===== src/rtl/hazard_scoreboard.sv =====
// hazard_scoreboard: hazard detection and operand forwarding for the ID stage.
// A shift-register scoreboard follows the destination register of every
// in-flight instruction through the post-ID stages (1=EX .. DEPTH), together
// with the first stage at which its result can be forwarded. ID sources are
// matched against it to produce forwarding selects and a data stall. A
// countdown models the multi-cycle MDU for structural stalls, and a saturating
// counter tallies stall cycles.
//
// Ports:
//   clk, rst_n                 clock, asynchronous active-low reset
//   id_valid                   ID holds a real instruction
//   id_src1_en/id_src1         source 1 read enable / register
//   id_src2_en/id_src2         source 2 read enable / register
//   id_dst_en/id_dst           destination write enable / register
//   id_is_load                 result ready at LOAD_STAGE instead of stage 1
//   id_is_mdu                  instruction issues to the MDU
//   id_uses_hilo               instruction reads the MDU result
//   flush                      squash the ID instruction
//   stall                      hold PC/IF/ID, bubble into EX
//   fwd_sel1/fwd_sel2          0 = register file, k = forward from stage k
//   mdu_busy                   MDU countdown non-zero
//   stall_count                saturating count of stall cycles
module hazard_scoreboard #(
    parameter int REG_W      = 5,
    parameter int DEPTH      = 3,
    parameter int LOAD_STAGE = 2,
    parameter int MDU_LAT    = 4,
    parameter int CNT_W      = 16
) (
    input  logic             clk,
    input  logic             rst_n,
    input  logic             id_valid,
    input  logic             id_src1_en,
    input  logic [REG_W-1:0] id_src1,
    input  logic             id_src2_en,
    input  logic [REG_W-1:0] id_src2,
    input  logic             id_dst_en,
    input  logic [REG_W-1:0] id_dst,
    input  logic             id_is_load,
    input  logic             id_is_mdu,
    input  logic             id_uses_hilo,
    input  logic             flush,
    output logic             stall,
    output logic [2:0]       fwd_sel1,
    output logic [2:0]       fwd_sel2,
    output logic             mdu_busy,
    output logic [CNT_W-1:0] stall_count
);

    localparam int MW = (MDU_LAT < 1) ? 1 : $clog2(MDU_LAT + 1);

    // Scoreboard entries, index 1 = EX stage.
    logic [DEPTH:1]            e_vld;
    logic [DEPTH:1][REG_W-1:0] e_dst;
    logic [DEPTH:1][2:0]       e_avail;

    logic [MW-1:0] mdu_cnt;
    logic          hz1, hz2, data_stall, struct_stall, issue;

    // Source match. Scanning from the oldest stage down to stage 1 and letting
    // each hit overwrite the previous one leaves the youngest producer in place.
    always_comb begin
        fwd_sel1 = 3'd0;
        fwd_sel2 = 3'd0;
        hz1      = 1'b0;
        hz2      = 1'b0;
        for (int k = DEPTH; k >= 1; k--) begin
            if (id_src1_en && (id_src1 != '0) && e_vld[k] && (e_dst[k] == id_src1)) begin
                hz1      = (k < int'(e_avail[k]));
                fwd_sel1 = hz1 ? 3'd0 : 3'(k);
            end
            if (id_src2_en && (id_src2 != '0) && e_vld[k] && (e_dst[k] == id_src2)) begin
                hz2      = (k < int'(e_avail[k]));
                fwd_sel2 = hz2 ? 3'd0 : 3'(k);
            end
        end
    end

    assign mdu_busy     = (mdu_cnt != '0);
    assign data_stall   = hz1 | hz2;
    assign struct_stall = (id_is_mdu | id_uses_hilo) & mdu_busy;
    // flush wins: a squashed instruction never stalls, it just becomes a bubble.
    assign stall        = id_valid & ~flush & (data_stall | struct_stall);
    assign issue        = id_valid & ~stall & ~flush;

    always_ff @(posedge clk or negedge rst_n) begin
        if (!rst_n) begin
            e_vld   <= '0;
            e_dst   <= '0;
            e_avail <= '0;
        end else begin
            for (int k = 2; k <= DEPTH; k++) begin
                e_vld[k]   <= e_vld[k-1];
                e_dst[k]   <= e_dst[k-1];
                e_avail[k] <= e_avail[k-1];
            end
            // r0 writes are tracked as bubbles so they can never match.
            e_vld[1]   <= issue & id_dst_en & (id_dst != '0);
            e_dst[1]   <= id_dst;
            e_avail[1] <= id_is_load ? 3'(LOAD_STAGE) : 3'd1;
        end
    end

    always_ff @(posedge clk or negedge rst_n) begin
        if (!rst_n)
            mdu_cnt <= '0;
        else if (issue && id_is_mdu)
            mdu_cnt <= MW'(MDU_LAT);
        else if (mdu_cnt != '0)
            mdu_cnt <= mdu_cnt - MW'(1);
    end

    always_ff @(posedge clk or negedge rst_n) begin
        if (!rst_n)
            stall_count <= '0;
        else if (stall && (stall_count != '1))
            stall_count <= stall_count + CNT_W'(1);
    end

endmodule


===== config.mk =====
export PLATFORM = sky130hd
export DESIGN_NAME = hazard_scoreboard
export DESIGN_NICKNAME = d
export VERILOG_FILES = /design/src/rtl/hazard_scoreboard.sv
export SDC_FILE = /design/constraint.sdc
export NUM_CORES = 1
export LEC_CHECK = 0
export ABC_AREA = 1
export CORE_MARGIN = 2
export CORE_UTILIZATION = 43
export DETAILED_ROUTE_END_ITERATION = 10
export GPL_TIMING_DRIVEN = 0
export PLACE_DENSITY = 0.69
export SLEW_MARGIN = 20
export SYNTH_ARGS = -nofsm -noshare
export SYNTH_HDL_FRONTEND = slang
export SYNTH_SLANG_ARGS = --single-unit

===== constraint.sdc =====
create_clock -name clk -period 3.4 [get_ports clk]
set_input_delay 0.51 -clock clk [delete_from_list [all_inputs] [get_ports clk]]
set_output_delay 0.51 -clock clk [all_outputs]
set_load 0.02 [all_outputs]

==> impl_metrics.csv <==
group,metric,value,unit
outcome,outcome,"finished clean",
yosys,ys_top_cells_by_count,"nand2_1, dfrtp_1, inv_1",
routing,vias,2224,
layout,multiInputGateArea,0.00131,mm²
timing,period_minus_slack,3.19,ns
layout,num-nets-final,401,
layout,num-fill-cells,531,
power,p_sw_share,35.3,%
power,p_switching,0.473,mW
timing,period_share,93.8,%
routing,drt_iter0_drc,78,
place,gp_congestion,0.910,
cts,post-cts-setup-buffer-count,0,
floorplan,rows,27,
routing,vias_per_cell,4.99,
layout,diodes,0,
yosys,async_reset_ff_share,100,%
routing,drtPass1Iterations,4,
setup_path,cpPeakStageDelay,0.62,ns
floorplan,die_w,80.8,µm
setup_path,crit_top_cell,"clkdlybuf4s50_1",
cts,cts_tree,"built",
yosys,ys.warnings.count,0,
layout,area_growth,25.9,%
cts,path_clk_slew,0.08,ns
global_route,grt_max_degree,33,
setup_path,slowest_stage,"clkdlybuf4s50_1",
setup_path,path_cells,"clkdlybuf4s50_1, xor2_1, nor4_1, nand4_1, mux2i_1, clkdlybuf4s50_1",
setup_path,arrival,2.68,ns
yosys,ys.flop_type,"dfrtp_1",
routing,drc_errors,0,
power,p_per_area,421,mW/mm²
setup_path,rrSetupSlack,1.29,ns
setup_path,cp-start-kind,"input pin",
timing,finalSetupViolCount,0,
timing,finalClockSkew,0.00785,ns
yosys,synth.largest_area_cell,"dfrtp_1",
floorplan,fp.dieH,80.8,µm
timing,rsz0062_at_grt,"no",
setup_path,cp_max_fo,5,
timing,drv_slew,0,
timing,fmax,314,MHz
cts,post_cts_resized,0,
layout,final-seq-area,0.00103,mm²
yosys,synthesis.area,0.00254,mm²
global_route,grt_use_total,19.2,%
yosys,synth_most_common_cell,"nand2_1",
cts,clockRootBuffer,"clkbuf_8",
layout,drive_above_1_share,16.6,%
yosys,synth_edf_count,0,
timing,slew_headroom,66.2,%
global_route,grt_pass1_vias,2181,
timing,tns,0,ns
power,cellLeakagePower,1.50,nW
power,pwr-share-seq,45.2,%
floorplan,core-area,0.00561,mm²
global_route,antenna_found_initial,0,
yosys,ys_types,35,
timing,hold_viol_final,0,
setup_path,end_kind,"output pin",
cts,clk_latency,0.29,ns
yosys,seq_area_frac_synth,40.5,%
yosys,ys_ff_latch,41,
place,dp_hpwl,4570,µm
floorplan,die_area,0.00653,mm²
worst_hold_path,hp-class,"input pin to asynchronous set/reset pin",
layout,fin_cells,446,
yosys,syn_avg_cell_area,7.98,µm²
power,vdd_drop_max,352,µV
global_route,gr-total-overflow,0,
place,pre_cts_slack,0.214,ns
job,drv_cap,0,
routing,ant_nets,0,
timing,worst_pin_slew,0.502,ns
global_route,grt_first_pass_wirelength,9590,µm
cts,cts-buffers-inserted,5,
floorplan,ios,49,
timing,fin_ws,0.211,ns
power,pwr-share-clk,23.4,%
power,p_comb_share,31.4,%
yosys,synthTopCellsByArea,"dfrtp_1, nand2_1, xor2_1",
power,p_int,0.869,mW
yosys,syn-instance-count,318,
cts,clock_path_buffers,2,
routing,wl_per_cell,13.4,µm
cts,cts_max_level,2,
place,io_buffers,46,
setup_path,path_class,"input pin to output pin",
routing,drt-total-wl,5960,µm
cts,cts.sinks,41,
place,placed_cells,438,
yosys,synth_top_area_share,40.5,%
cts,cts_hold_buffers,0,
floorplan,initial_core_util,45.2,%
setup_path,cp.required,2.89,ns
cell usage in the layout, fill, tap and decap left out, drive strengths merged:
master	instances
nand3	18
inv	41
ha	3
nor4	4
o22ai	1
buf	6
a21boi	1
clkinv	3
nand2	101
nor2	26
or2	1
clkinvlp	1
mux2i	1
nand4	24
o21ai	7
xnor2	8
conb	2
nand3b	1
dfrtp	41
xor2	18
nor3	7
clkdlybuf4s50	45
clkbuf	7
a21oi	7
per-stage QoR:
stage / hold WS, ns / instance area, µm² / utilization, % / total power [mW]
finish: 0.0754 / 3190 / 56.9 / 1.34
global route: 0.0672 / 3190 / 56.9 / 1.44
CTS: 0.0746 / 3190 / 56.9 / 1.36
detailed placement: 0.337 / 3110 / 55.4 / 1.04
global placement: 0.333 / 3090 / 55.1 / 1.02
floorplan: 0.214 / 2540 / - / 0.871
power by group through the flow:
stage	registers, mW	logic, mW	clock network, mW
2_1_floorplan	0.624	0.246	0
3_3_place_gp	0.613	0.409	0
3_5_place_dp	0.614	0.428	0
4_1_cts	0.606	0.428	0.328
5_1_grt	0.613	0.474	0.350
6_report	0.606	0.421	0.315
critical path, delay by kind of cell:
| kind | cells | cell delay (ns) |
|---|---|---|
| and+or+nand+nor | 2 | 0.63 |
| buffers and inverters | 2 | 1.15 |
| xor gates and xnor gates | 1 | 0.21 |
| muxes | 1 | 0.18 |
layout make-up:
cell class              count  area share (%)
clock inverters             3           0.549
repair buffers             47            14.9
inverters                  42            4.94
flip-flops and latches     41            32.1
plain buffers               6            1.61
well taps                  72            2.82
clock buffers               5            2.16
multi-input cells         230            40.9
metal layers:
layer | up-vias | wire (µm) | track usage [%] | share of wire, %
met4 | 0 | 93 | 6.10 | 1.6
met3 | 10 | 232 | 4.67 | 3.9
met1 | 1033 | 2650 | 23.7 | 44
met5 | - | 0 | 0 | 0
li1 | 1128 | - | - | -
met2 | 53 | 2980 | 33.1 | 50
cell families after synthesis:
| family | after synthesis | share of synthesized area [%] |
|---|---|---|
| xor+xnor | 26 | 8.98 |
| buf+inv | 48 | 8.24 |
| mux | 1 | 0.395 |
| simple gates | 182 | 37.0 |
| flops | 41 | 40.5 |
| other cells | 1 | 0.148 |
| fa+ha+maj | 3 | 1.48 |
| compound gates | 16 | 3.31 |
path summary, 6_finish.rpt:
kind                                startpoint  cells past startpoint         endpoint
worst min register to register      e_avail[0]                      0       e_avail[3]
worst max-delay path                id_src1[1]                      6      fwd_sel1[0]
worst max register to register  stall_count[0]                      7  stall_count[14]
min in group clk                    e_avail[0]                      0       e_avail[3]
max in group asynchronous                rst_n                      2   stall_count[0]
worst min-delay path                     rst_n                      1        e_dst[12]
sequential cells by signal, summed over array words and instances (netlist names):
signal,cells
stall_count,16
e_dst,15
e_avail,4
e_vld,3
mdu_cnt,3
No activity file was read; power rests on OpenSTA's default activity.
